--- src/rtl/dev_feeder_if.sv ---
// Handshake and core-facing bus of the dev_feeder job scheduler.
// The master modport is the feeder's view; slave is the environment's view.
interface dev_feeder_if;
  logic        in_valid_i;
  logic        in_ready_o;
  logic [31:0] in_x_bi;
  logic [31:0] in_y_bi;
  logic [31:0] core_x_bo;
  logic [31:0] core_y_bo;
  logic        core_start_o;
  logic        core_rdy_i;
  logic [31:0] core_res_bi;
  logic        out_valid_o;
  logic        out_ready_i;
  logic [31:0] out_y_bo;

  modport master (
    input  in_valid_i, in_x_bi, in_y_bi, core_rdy_i, core_res_bi, out_ready_i,
    output in_ready_o, core_x_bo, core_y_bo, core_start_o, out_valid_o, out_y_bo
  );

  modport slave (
    output in_valid_i, in_x_bi, in_y_bi, core_rdy_i, core_res_bi, out_ready_i,
    input  in_ready_o, core_x_bo, core_y_bo, core_start_o, out_valid_o, out_y_bo
  );
endinterface

--- src/rtl/dev_feeder.sv ---
// Job scheduler for the cube-root/multiply core: operand FIFO, one-job-at-a-time
// issue with a start pulse, single result slot, and a watchdog on the core handshake.
module dev_feeder #(
  parameter int DEPTH   = 4,
  parameter int AW      = 2,
  parameter int CNT_W   = 16,
  parameter int TIMEOUT = 1024
) (
  input  logic             clk_i,
  input  logic             rst_i,
  dev_feeder_if.master     bus,
  output logic             busy_o,
  output logic             err_o,
  output logic [CNT_W-1:0] done_cnt_o
);

  localparam int              WD_W     = $clog2(TIMEOUT + 1);
  localparam logic [WD_W-1:0] WD_LIMIT = WD_W'(TIMEOUT);
  localparam logic [AW:0]     FULL_CNT = (AW + 1)'(DEPTH);

  typedef enum logic [1:0] {IDLE, WAIT_ACK, WAIT_DONE} state_t;

  logic [31:0]      mem_x [DEPTH];
  logic [31:0]      mem_y [DEPTH];
  logic [AW-1:0]    wr_ptr_q, rd_ptr_q;
  logic [AW:0]      count_q;
  logic             full, empty, push, pop;

  state_t           state_q, state_d;
  logic [WD_W-1:0]  wd_q, wd_d;
  logic             issue, capture, abort;

  logic [31:0]      core_x_q, core_y_q, out_y_q;
  logic             core_start_q, out_valid_q, err_q;
  logic [CNT_W-1:0] done_cnt_q;

  assign full  = (count_q == FULL_CNT);
  assign empty = (count_q == '0);
  assign push  = bus.in_valid_i && !full;
  assign pop   = issue;

  assign bus.in_ready_o   = !full;
  assign bus.core_x_bo    = core_x_q;
  assign bus.core_y_bo    = core_y_q;
  assign bus.core_start_o = core_start_q;
  assign bus.out_valid_o  = out_valid_q;
  assign bus.out_y_bo     = out_y_q;
  assign busy_o           = (state_q != IDLE) || !empty;
  assign err_o            = err_q;
  assign done_cnt_o       = done_cnt_q;

  // Operand storage carries no reset; only pointers and count define validity.
  always_ff @(posedge clk_i) begin
    if (push) begin
      mem_x[wr_ptr_q] <= bus.in_x_bi;
      mem_y[wr_ptr_q] <= bus.in_y_bi;
    end
  end

  always_ff @(posedge clk_i or negedge rst_i) begin
    if (!rst_i) begin
      wr_ptr_q <= '0;
      rd_ptr_q <= '0;
      count_q  <= '0;
    end else begin
      if (push) wr_ptr_q <= wr_ptr_q + 1'b1;
      if (pop)  rd_ptr_q <= rd_ptr_q + 1'b1;
      case ({push, pop})
        2'b10:   count_q <= count_q + 1'b1;
        2'b01:   count_q <= count_q - 1'b1;
        default: count_q <= count_q;
      endcase
    end
  end

  // The watchdog is checked before the handshake so a stuck core always aborts.
  always_comb begin
    state_d = state_q;
    wd_d    = wd_q;
    issue   = 1'b0;
    capture = 1'b0;
    abort   = 1'b0;
    case (state_q)
      IDLE: begin
        if (!empty && !out_valid_q && bus.core_rdy_i) begin
          issue   = 1'b1;
          wd_d    = '0;
          state_d = WAIT_ACK;
        end
      end
      WAIT_ACK: begin
        if (wd_q == WD_LIMIT) begin
          abort   = 1'b1;
          state_d = IDLE;
        end else if (!bus.core_rdy_i) begin
          wd_d    = '0;
          state_d = WAIT_DONE;
        end else begin
          wd_d = wd_q + 1'b1;
        end
      end
      WAIT_DONE: begin
        if (wd_q == WD_LIMIT) begin
          abort   = 1'b1;
          state_d = IDLE;
        end else if (bus.core_rdy_i) begin
          capture = 1'b1;
          state_d = IDLE;
        end else begin
          wd_d = wd_q + 1'b1;
        end
      end
      default: state_d = IDLE;
    endcase
  end

  always_ff @(posedge clk_i or negedge rst_i) begin
    if (!rst_i) begin
      state_q      <= IDLE;
      wd_q         <= '0;
      core_start_q <= 1'b0;
      core_x_q     <= '0;
      core_y_q     <= '0;
      out_valid_q  <= 1'b0;
      out_y_q      <= '0;
      done_cnt_q   <= '0;
      err_q        <= 1'b0;
    end else begin
      state_q      <= state_d;
      wd_q         <= wd_d;
      core_start_q <= issue;
      if (issue) begin
        core_x_q <= mem_x[rd_ptr_q];
        core_y_q <= mem_y[rd_ptr_q];
      end
      if (capture) begin
        out_valid_q <= 1'b1;
        out_y_q     <= bus.core_res_bi;
        done_cnt_q  <= done_cnt_q + 1'b1;
      end else if (out_valid_q && bus.out_ready_i) begin
        out_valid_q <= 1'b0;
      end
      if (abort) err_q <= 1'b1;
    end
  end

endmodule

--- src/flat_wrapper.sv ---
// flat-port wrapper written by rule: the top's interface ports become plain ports
module dev_feeder_flat 
#(
  parameter int DEPTH   = 4,
  parameter int AW      = 2,
  parameter int CNT_W   = 16,
  parameter int TIMEOUT = 1024
)
  (clk_i, rst_i, busy_o, err_o, done_cnt_o, bus_in_valid_i, bus_in_x_bi, bus_in_y_bi, bus_core_rdy_i, bus_core_res_bi, bus_out_ready_i, bus_in_ready_o, bus_core_x_bo, bus_core_y_bo, bus_core_start_o, bus_out_valid_o, bus_out_y_bo);
  dev_feeder_if bus_i ();
  input  logic clk_i;
  input  logic rst_i;
  output logic busy_o;
  output logic err_o;
  output logic [CNT_W-1:0] done_cnt_o;
  input wire logic [$bits(bus_i.in_valid_i)-1:0] bus_in_valid_i;
  input wire logic [$bits(bus_i.in_x_bi)-1:0] bus_in_x_bi;
  input wire logic [$bits(bus_i.in_y_bi)-1:0] bus_in_y_bi;
  input wire logic [$bits(bus_i.core_rdy_i)-1:0] bus_core_rdy_i;
  input wire logic [$bits(bus_i.core_res_bi)-1:0] bus_core_res_bi;
  input wire logic [$bits(bus_i.out_ready_i)-1:0] bus_out_ready_i;
  output wire logic [$bits(bus_i.in_ready_o)-1:0] bus_in_ready_o;
  output wire logic [$bits(bus_i.core_x_bo)-1:0] bus_core_x_bo;
  output wire logic [$bits(bus_i.core_y_bo)-1:0] bus_core_y_bo;
  output wire logic [$bits(bus_i.core_start_o)-1:0] bus_core_start_o;
  output wire logic [$bits(bus_i.out_valid_o)-1:0] bus_out_valid_o;
  output wire logic [$bits(bus_i.out_y_bo)-1:0] bus_out_y_bo;
  assign bus_i.in_valid_i = bus_in_valid_i;
  assign bus_i.in_x_bi = bus_in_x_bi;
  assign bus_i.in_y_bi = bus_in_y_bi;
  assign bus_i.core_rdy_i = bus_core_rdy_i;
  assign bus_i.core_res_bi = bus_core_res_bi;
  assign bus_i.out_ready_i = bus_out_ready_i;
  assign bus_in_ready_o = bus_i.in_ready_o;
  assign bus_core_x_bo = bus_i.core_x_bo;
  assign bus_core_y_bo = bus_i.core_y_bo;
  assign bus_core_start_o = bus_i.core_start_o;
  assign bus_out_valid_o = bus_i.out_valid_o;
  assign bus_out_y_bo = bus_i.out_y_bo;
  dev_feeder #(.DEPTH(DEPTH), .AW(AW), .CNT_W(CNT_W), .TIMEOUT(TIMEOUT)) u_core (.clk_i(clk_i), .rst_i(rst_i), .bus(bus_i), .busy_o(busy_o), .err_o(err_o), .done_cnt_o(done_cnt_o));
endmodule
--- config.mk ---
export PLATFORM = sky130hd
export DESIGN_NAME = dev_feeder_flat
export DESIGN_NICKNAME = d
export VERILOG_FILES = /design/src/rtl/dev_feeder_if.sv /design/src/rtl/dev_feeder.sv /design/src/flat_wrapper.sv
export SDC_FILE = /design/constraint.sdc
export NUM_CORES = 1
export LEC_CHECK = 0
export ABC_AREA = 1
export BUFFER_PORTS_ARGS = -buffer_cell sky130_fd_sc_hd__buf_4
export CAP_MARGIN = 30
export CORE_ASPECT_RATIO = 2
export CORE_MARGIN = 2
export CORE_UTILIZATION = 35
export DETAILED_ROUTE_END_ITERATION = 6
export MAX_ROUTING_LAYER = met4
export PLACE_DENSITY = 0.52
export SLEW_MARGIN = 15
export SYNTH_ARGS = -nofsm -noshare
export SYNTH_HDL_FRONTEND = slang
export SYNTH_SLANG_ARGS = --single-unit
--- constraint.sdc ---
create_clock -name clk_i -period 3.5 [get_ports clk_i]
set_input_delay 0.7 -clock clk_i [delete_from_list [all_inputs] [get_ports clk_i]]
set_output_delay 0.7 -clock clk_i [all_outputs]
set_load 0.01 [all_outputs]
======== After elaboration in Yosys (flattened, before gate mapping) ========
Memory sizes are Yosys's and may differ from the RTL's. A register that Yosys moved wholly into a read port is not among the register bits.
Index checks and enable logic that the tools add are counted.
W data, S select, Z words.
operators by class
  muxes and demuxes ....................... 24
  add/subtract/negate cells ............... 6
  eq/ne operators ......................... 12
  reductions and logical operators ........ 19
operators with widths
  cell                     number
  $mux W11                 5
  $pmux W11 S3             1
  $add A16 B1 Y16 const B  1
  $add A11 B1 Y11 const B  1
  $eq A11 B11 Y1 const B   1
  $mux W1                  11
  $mux W2                  5
  $ne A2 B2 Y1 const B     3
  $ne A3 B2 Y1 const B     2
  $pmux W2 S3              1
  $pmux W3 S2              1
  $reduce_bool A2 Y1       3
  $logic_not A1 Y1         5
  $reduce_and A5 Y1        1
  $add A2 B1 Y2 const B    2
  $eq A2 B1 Y1 const B     2
  $eq A2 B2 Y1 const B     2
  $logic_and A1 B1 Y1      4
  $add A3 B1 Y3 const B    1
  $eq A3 B3 Y1 const B     1
  $logic_not A3 Y1         1
  $reduce_and A3 Y1        1
  $reduce_bool A3 Y1       1
  $sub A3 B1 Y3 const B    1
  other kinds (4)          4
storage, ports and cells
  bits in registers ....................... 71
  logic and storage cells ................. 73
  memories ................................ 2
  RAM bits ................................ 256
  bits of input ports ..................... 101
  output and inout port bits .............. 117
memory list
  memory        words  bits a word  read ports  clocked after memory_dff  write ports  RTL line          source
  u_core.mem_x  4      32           1           1                         1            dev_feeder.sv:23  logic [31:0] mem_x [DEPTH];
  u_core.mem_y  4      32           1           1                         1            dev_feeder.sv:24  logic [31:0] mem_y [DEPTH];

======== Logic depth before layout (Yosys ltp) ========
Gate-level depths: netlist of the first run.
  depth after elaboration ................. 8
  mapped depth ............................ 12
  mapped depth without buffers ............ 10

======== Least setup slack after synthesis of the first run ========
OpenSTA, ideal clock, no wires.
  kind .................................... input-to-reg
  start point ............................. input bus_in_valid_i
  end point ............................... memory u_core.mem_x[0][0], enable pin
  buffers on the path ..................... 0
  stages .................................. 2
  arrival time ............................ 3.558 ns
  required time ........................... 3.013 ns
  library setup time ...................... 0.487 ns
  setup slack ............................. -0.545 ns
  path through ............................ nand2_1 > nor2_1
on the way
  word-level cells in the longest chain between the ends .. 3
ends and longest elaborated chain
  element                        RTL line            source
  start, declared                flat_wrapper.sv:16  input wire logic [$bits(bus_i.in_valid_i)-1:0] bus_in_valid_i;
  $logic_and A1 B1 Y1            dev_feeder.sv:39    assign push = bus.in_valid_i && !full;
  $mux W1                        dev_feeder.sv:54    if (push) begin
  $mux W1 (implied by the code)  dev_feeder.sv:55    mem_x[wr_ptr_q] <= bus.in_x_bi;
  end, declared                  dev_feeder.sv:23
Every way passes these cells.

==> metrics.md, run 1 <==
| Metric | Value |
|---|---|
| Die W | `153.5 um` |
| Critical path's top delay family | `buffers and inverters` |
| Initial DRC Count | `642` |
| Via count | `10490` |
| Highest Clock Rate | `408.5 MHz` |
| Core Rows | `109` |
| Cell Area, Synth | `0.01565 mm^2` |
| CTS Buf Count | `37` |
| Setup bufs post-CTS | `0` |
| Initial antenna violation count | `2` |
| DIE HEIGHT | `303.1 um` |
| Status | `finished, final reports clean` |
| Power per cell area | `855.5 mW/mm^2` |
| Final WL | `40540 um` |
| CP startpoint kind | `register` |
| Worst-Skew Late Latency | `0.54 ns` |
| Leak pwr | `7.734 nW` |
| EDFF count, synth | `256` |
| Die area | `0.04653 mm^2` |
| Global route overflow | `0` |
| Hold Vio Cnt, Final | `0` |
| R2r setup slk | `1.05 ns` |
| Initial Util | `0.3543` |
| # IOs | `218` |
| Share of cells above drive strength 1 | `0.2108` |
| Fillers | `4193` |
| Met3 wire length | `1692 um` |
| Kind of critical path | `reg2reg` |
| Synth Register Bits | `391` |
| Placed wire-length estimate | `24410 um` |
| Critical path required time | `3.97 ns` |
| Ys flop type | `edfxtp_1` |
| DP Worst Slack | `1.034 ns` |
| Uppermost layer routed | `met4` |
| Part of the cycle the worst path needs | `0.6994` |
| Overall power | `16.19 mW` |
| Global-route wire length before repair | `62710 um` |
| Worst Path Max Fanout | `76` |
| CTS Root Buffer Type | `clkbuf_16` |
| Routability cong. | `0.7845` |
| Hold-fix buffers, CTS | `0` |
| Largest net degree at the start of global routing | `77` |
| # nets final | `1655` |
| TritonCTS Sinks | `391` |
| Wire length per cell | `19.06 um` |
| All-Layer GR Usage | `0.1793` |
| WL met2 | `21380 um` |
| Slew Limit Fails | `0` |
| Post-synth cell types | `33` |
| Rel. slew slack | `0.4167` |
| Nature of the critical path endpoint | `register` |
| Post-Route M1 WL | `15610 um` |
| CP max-delay cell | `dfrtp_4` |
| Area grow syn2layout | `20.92%` |
| I/O Buffers | `217` |
| Stages on worst setup path | `6` |
| Hold slack | `0.1620 ns` |
| Worst path bufs/invs | `2` |
| Synth Warn # | `0` |
| Drt pass-1 iters | `5` |
| Largest stage delay on the critical path | `0.73 ns` |
| Setup violators final | `0` |
| Via density | `4.933` |
| Setup_tns | `0 ns` |
| Mean area per synthesized cell | `11.66 um^2` |
| Clock Path Buffers | `3` |
| # DRC | `0` |
| Core area | `0.04419 mm^2` |
| Final instance area | `0.01893 mm^2` |
| Post-route ant nets | `0` |
| Unrepaired setup endpoints after global routing | `false` |
| FF-to-FF End | `u_core.bus.core_x_bo[4]$_DFFE_PN0P_` |
| Reg2Reg Depth | `6` |
| Net Count, Synth | `1457` |
| CP most frequent cell | `nand2_1` |
| Sequential fraction of the synthesis area | `0.7069` |
| FF-to-FF Start | `u_core.rd_ptr_q[0]$_DFFE_PN0P_` |
| Setup WS post-layout | `1.052 ns` |
| Final critical-path required period | `2.448 ns` |
| CTS H-tree depth | `2` |
| Clock-pin slew on the worst setup and hold paths | `0.07 ns` |
| Cell-by-cell trace of the critical path | `inv_4 > buf_12 > o21ai_1 > o22ai_1 > nand2_1 > nand2_1` |
| Max Cap Violations | `0` |
| Worst VDD drop | `0.0003814 V` |
| TritonCTS clock tree | `yes` |
| Skew final | `0.01973 ns` |
| DP Area | `0.01773 mm^2` |
| Type of the worst min-delay path | `in2async` |
| Number of gates resized after cts | `0` |
| CP arrival | `2.92 ns` |
| Least-Margin Pin Slew | `0.8750 ns` |
| Synthesized instance count | `1343` |
| Vias in the first global route | `11020` |
| Asr flop ratio synth | `0.3453` |
-- cell families after synthesis --
logic type,share of synthesized area
buffers and inverters,0.04196
DFF,0.7069
xor gates and xnor gates,0.01007
and+or+nand+nor,0.1360
adders and majority gates,0.01087
AOI/OAI and AO/OA,0.09424
-- synth_stat cells, types with 3 or more instances --
| cell | number | area share |
|---|---|---|
| ha_1 | 12 | 0.0096 |
| buf_2 | 13 | 0.0042 |
| inv_2 | 6 | 0.0014 |
| nand4_1 | 9 | 0.0036 |
| nor2_1 | 151 | 0.036 |
| nand3_1 | 23 | 0.0074 |
| nor2_2 | 9 | 0.0036 |
| xor2_1 | 17 | 0.0095 |
| o21ai_1 | 25 | 0.0080 |
| nand2_1 | 314 | 0.075 |
| o21ai_2 | 5 | 0.0028 |
| clkbuf_1 | 29 | 0.0070 |
| o22ai_1 | 64 | 0.026 |
| o21ai_0 | 174 | 0.056 |
| dfrtp_1 | 135 | 0.22 |
| nor3_1 | 5 | 0.0016 |
| edfxtp_1 | 256 | 0.49 |
| buf_6 | 17 | 0.012 |
| buf_4 | 12 | 0.0058 |
| nand2_2 | 4 | 0.0016 |
| nor2_4 | 3 | 0.0022 |
| inv_1 | 45 | 0.011 |
-- registers in the layout (all words and copies together), names as in the netlist, 3 cells and up --
register and count:
u_core.done_cnt_o 16, u_core.bus.out_y_bo 32, u_core.count_q 3, u_core.bus.core_x_bo 32
u_core.mem_y 128, u_core.mem_x 128, u_core.bus.core_y_bo 32, u_core.wd_q 11
-- layout make-up --
class / instances / area (um^2) / share of cell area
antenna: 2 / 5.005 / 0.0002644
clock buffer: 51 / 1081 / 0.05711
clock inverter: 17 / 113.9 / 0.006015
inverter: 51 / 193.9 / 0.01025
multi-input combinational: 828 / 3961 / 0.2093
sequential: 391 / 11070 / 0.5849
tap: 555 / 694.4 / 0.03669
timing repair buffer: 232 / 1808 / 0.09552
-- worst max-delay path by stage --
stage	startpoint	endpoint	slack, ns
floorplan	bus_in_valid_i	u_core.mem_x[0][0]$_DFFE_PP_	-0.54
global placement	bus_in_valid_i	u_core.count_q[2]$_DFFE_PN0P_	1.00
finish	u_core.rd_ptr_q[0]$_DFFE_PN0P_	u_core.bus.core_x_bo[4]$_DFFE_PN0P_	1.05
global route	u_core.rd_ptr_q[0]$_DFFE_PN0P_	u_core.bus.core_x_bo[13]$_DFFE_PN0P_	0.89
CTS	u_core.rd_ptr_q[0]$_DFFE_PN0P_	u_core.bus.core_x_bo[13]$_DFFE_PN0P_	1.01
detailed placement	u_core.rd_ptr_q[0]$_DFFE_PN0P_	u_core.bus.core_x_bo[13]$_DFFE_PN0P_	1.03
-- worst reg2reg max path, cell delays in order (launching register included) --
cell	delay, ns
dfrtp_4	0.73
inv_4	0.58
buf_12	0.37
o21ai_1	0.22
o22ai_1	0.31
nand2_1	0.10
nand2_1	0.08
-- cells in the final DEF (no fill, tap or decap), types with 5 or more instances in the layout --
master	Yosys	final
o21ai_0	174	174
clkbuf_8	0	6
nand4_1	9	9
edfxtp_1	256	256
inv_2	6	6
buf_12	0	5
xor2_1	17	17
ha_1	12	12
nor2_1	151	147
nor2_4	3	7
inv_1	45	44
o22ai_1	64	64
clkbuf_1	29	6
nor2_2	9	9
dfrtp_1	135	133
clkinv_1	0	5
nor3_1	5	5
o21ai_1	25	25
clkbuf_16	0	39
buf_4	12	226
nand2_1	314	314
o21ai_2	5	5
nand3_1	23	23
clkinv_2	0	8
-- per-layer routing --
metal  vias to the layer above  track usage
li1                       5011            -
met1                      5099       0.1948
met2                       299       0.3210
met3                        83      0.02600
met4                         0      0.08541
met5                         -            -
-- through the flow --
stage / utilization / instances
6_report: 0.4284 / 2127
5_1_grt: 0.4284 / 2127
4_1_cts: 0.4282 / 2125
3_5_place_dp: 0.4012 / 2057
3_3_place_gp: 0.4012 / 2057
2_1_floorplan: - / 1343
-- where the power goes --
group          switching [mW]  internal (mW)  total (mW)
Combinational            3.39           1.92        5.31
Sequential              0.692           6.22        6.91
Clock                    1.73           2.25        3.97
Power figures use the tool's default switching activity.
==> run 2, diff against run 1 <==
--- a/config.mk
+++ b/config.mk
@@ -13,7 +13,7 @@
 export CORE_UTILIZATION = 35
 export DETAILED_ROUTE_END_ITERATION = 6
 export MAX_ROUTING_LAYER = met4
-export PLACE_DENSITY = 0.52
+export PLACE_DENSITY = 0.5
 export SLEW_MARGIN = 15
 export SYNTH_ARGS = -nofsm -noshare
 export SYNTH_HDL_FRONTEND = slang
==> constraint.sdc (replaced) <==
create_clock -name clk_i -period 2.5 [get_ports clk_i]
set_input_delay 0.5 -clock clk_i [delete_from_list [all_inputs] [get_ports clk_i]]
set_output_delay 0.5 -clock clk_i [all_outputs]
set_load 0.01 [all_outputs]
==> run 2 against run 1 <==
Global-route usage grew 0.11 points. Via count increased by 1.8%. Clock-buffer cell count is 3 lower. Total power is 44% higher. Sequential share of layout area shrank 0.80 points. Die area unchanged. Largest cell class unchanged. Largest power group unchanged. Highest routed layer unchanged.
==> metrics.md, run 2 (same netlist as run 1, synthesis figures left out) <==
| Metric | Value |
|---|---|
| Type of the worst min-delay path | `in2reg` |
| Initial antenna violation count | `2` |
| Status | `finished, final reports clean` |
| HP Start | `bus_out_ready_i` |
| Core area | `0.04419 mm^2` |
| Fin cells | `2139` |
| WL met2 | `22400 um` |
| # DRC | `0` |
| Final critical-path required period | `2.167 ns` |
| CP arrival | `2.58 ns` |
| Clock-pin slew on the worst setup and hold paths | `0.07 ns` |
| DIE HEIGHT | `303.1 um` |
| Via density | `4.991` |
| Hold Vio Cnt, Final | `0` |
| CP max-delay cell | `buf_4` |
| Slew Limit Fails | `0` |
| Max Cap Violations | `0` |
| Leak pwr | `7.852 nW` |
| Highest Clock Rate | `461.5 MHz` |
| Largest net degree at the start of global routing | `131` |
| Post-Route M1 WL | `15590 um` |
| Setup_tns | `0 ns` |
| # nets final | `1668` |
| Critical path's top delay family | `buffers and inverters` |
| Final Util | `0.4343` |
| CTS Buf Count | `37` |
| Final WL | `41230 um` |
| Drt pass-1 iters | `4` |
| Initial DRC Count | `487` |
| Post-route ant nets | `0` |
| Routability cong. | `0.7774` |
| Regs by FF count | `u_core.mem_x: 128 flops, u_core.mem_y: 128 flops` |
| Rel. slew slack | `0.3641` |
| Core Rows | `109` |
| Die W | `153.5 um` |
| FF-to-FF End | `u_core.rd_ptr_q[1]$_DFFE_PN0P_` |
| Area grow syn2layout | `22.60%` |
| Power per cell area | `1211 mW/mm^2` |
| Nature of the critical path endpoint | `register` |
| Cell-by-cell trace of the critical path | `inv_1 > ha_1 > inv_2 > nor2_4 > buf_4 > nand2_1 > xor2_1` |
| Placed wire-length estimate | `24860 um` |
| Critical path required time | `2.91 ns` |
| Vias in the first global route | `11040` |
| Worst Path Max Fanout | `67` |
| Global-route wire length before repair | `62890 um` |
| # IOs | `218` |
| Setup violators final | `0` |
| Wire length per cell | `19.27 um` |
| Clock Path Buffers | `3` |
| Skew final | `0.03362 ns` |
| Global route overflow | `0` |
| Kind of critical path | `reg2reg` |
| Reg2Reg Depth | `7` |
| Number of gates resized after cts | `0` |
| Worst path bufs/invs | `3` |
| Fillers | `4212` |
| Overall power | `23.25 mW` |
| Commonest non-fill, non-tap cell in the layout | `nand2_1` |
| Commonest non-fill, non-tap cells in the layout | `nand2_1 (314), edfxtp_1 (256), buf_4 (231)` |
| Hold slack | `0.1545 ns` |
| Via count | `10680` |
| Share of cells above drive strength 1 | `0.2200` |
| Hold endpoint | `u_core.bus.out_valid_o$_DFFE_PN0P_` |
| Die area | `0.04653 mm^2` |
| Worst-Skew Late Latency | `0.54 ns` |
| Met3 wire length | `1976 um` |
| TritonCTS clock tree | `yes` |
| Part of the cycle the worst path needs | `0.8667` |
| Unrepaired setup endpoints after global routing | `false` |
| R2r setup slk | `0.33 ns` |
| I/O Buffers | `217` |
| TritonCTS Sinks | `391` |
| CTS H-tree depth | `2` |
| Initial Util | `0.3543` |
| CP startpoint kind | `register` |
| Worst hold path depth | `2` |
| Worst VDD drop | `0.0009023 V` |
| CTS Root Buffer Type | `clkbuf_16` |
| Placed cell count | `2069` |
| Uppermost layer routed | `met4` |
| Largest stage delay on the critical path | `0.74 ns` |
| All-Layer GR Usage | `0.1804` |
| FF-to-FF Start | `u_core.state_q[1]$_DFFE_PN0P_` |
| Least-Margin Pin Slew | `0.9539 ns` |
[run 2: changes by cell type in the layout (fill, tap and decap cells not counted), moves of 2 or more]
cell | before | now
buf_12 | 5 | 12
clkinv_4 | 0 | 2
clkbuf_1 | 6 | 4
inv_6 | 2 | 0
bufinv_16 | 1 | 4
clkinv_1 | 5 | 1
clkinvlp_4 | 1 | 4
buf_4 | 226 | 231
[run 2: timing repair]
| action | 4_1_cts | 5_1_grt |
|---|---|---|
| hold buffers | 1 | 0 |
| hold endpoints to repair | 46 | 0 |
| buffers inserted | 0 | 0 |
[run 2: cell type report]
cell class                      instances  area (um^2)  area share
Clock buffer                           48         1049     0.05463
Timing Repair Buffer                  245         1996      0.1040
Sequential cell                       391        11070      0.5768
Tap cell                              555        694.4     0.03618
Multi-Input combinational cell        828         3961      0.2064
Clock inverter                         19        222.7     0.01160
Inverter                               51        193.9     0.01010
Antenna cell                            2        5.005   0.0002608
[run 2: report_power, final]
group | switching (mW) | internal, mW | total (mW)
clock | 2.48 | 3.40 | 5.88
sequential | 0.885 | 8.71 | 9.59
combinational | 4.91 | 2.87 | 7.78
total | 8.27 | 15.0 | 23.2
[run 2: metal layers]
metal / vias up / global-route usage
li1: 5035 / -
met4: 0 / 0.06837
met1: 5295 / 0.1952
met5: - / -
met2: 283 / 0.3312
met3: 63 / 0.02757
[run 2: worst max-delay path by stage]
| stage | startpoint | endpoint | slack (ns) | cells past startpoint |
|---|---|---|---|---|
| 6_report | u_core.state_q[1]$_DFFE_PN0P_ | u_core.rd_ptr_q[1]$_DFFE_PN0P_ | 0.33 | 7 |
| 5_1_grt | u_core.count_q[1]$_DFFE_PN0P_ | u_core.wd_q[2]$_DFFE_PN0P_ | 0.13 | 8 |
| 4_1_cts | u_core.state_q[0]$_DFFE_PN0P_ | u_core.rd_ptr_q[1]$_DFFE_PN0P_ | 0.31 | 7 |
| 3_5_place_dp | u_core.state_q[0]$_DFFE_PN0P_ | u_core.rd_ptr_q[1]$_DFFE_PN0P_ | 0.30 | 7 |
| 3_3_place_gp | bus_core_rdy_i | u_core.wd_q[7]$_DFFE_PN0P_ | 0.36 | 10 |
| 2_1_floorplan | u_core.count_q[0]$_DFFE_PN0P_ | u_core.mem_x[0][0]$_DFFE_PP_ | -0.38 | 4 |
[run 2: metrics by stage]
stage                     worst slack (ns)  instance area (um^2)
after floorplan                    -0.3817                 15660
after global placement              0.3619                 17910
after detailed placement            0.3010                 17910
after CTS                           0.3120                 19190
after global routing                0.1262                 19190
final                               0.3333                 19190
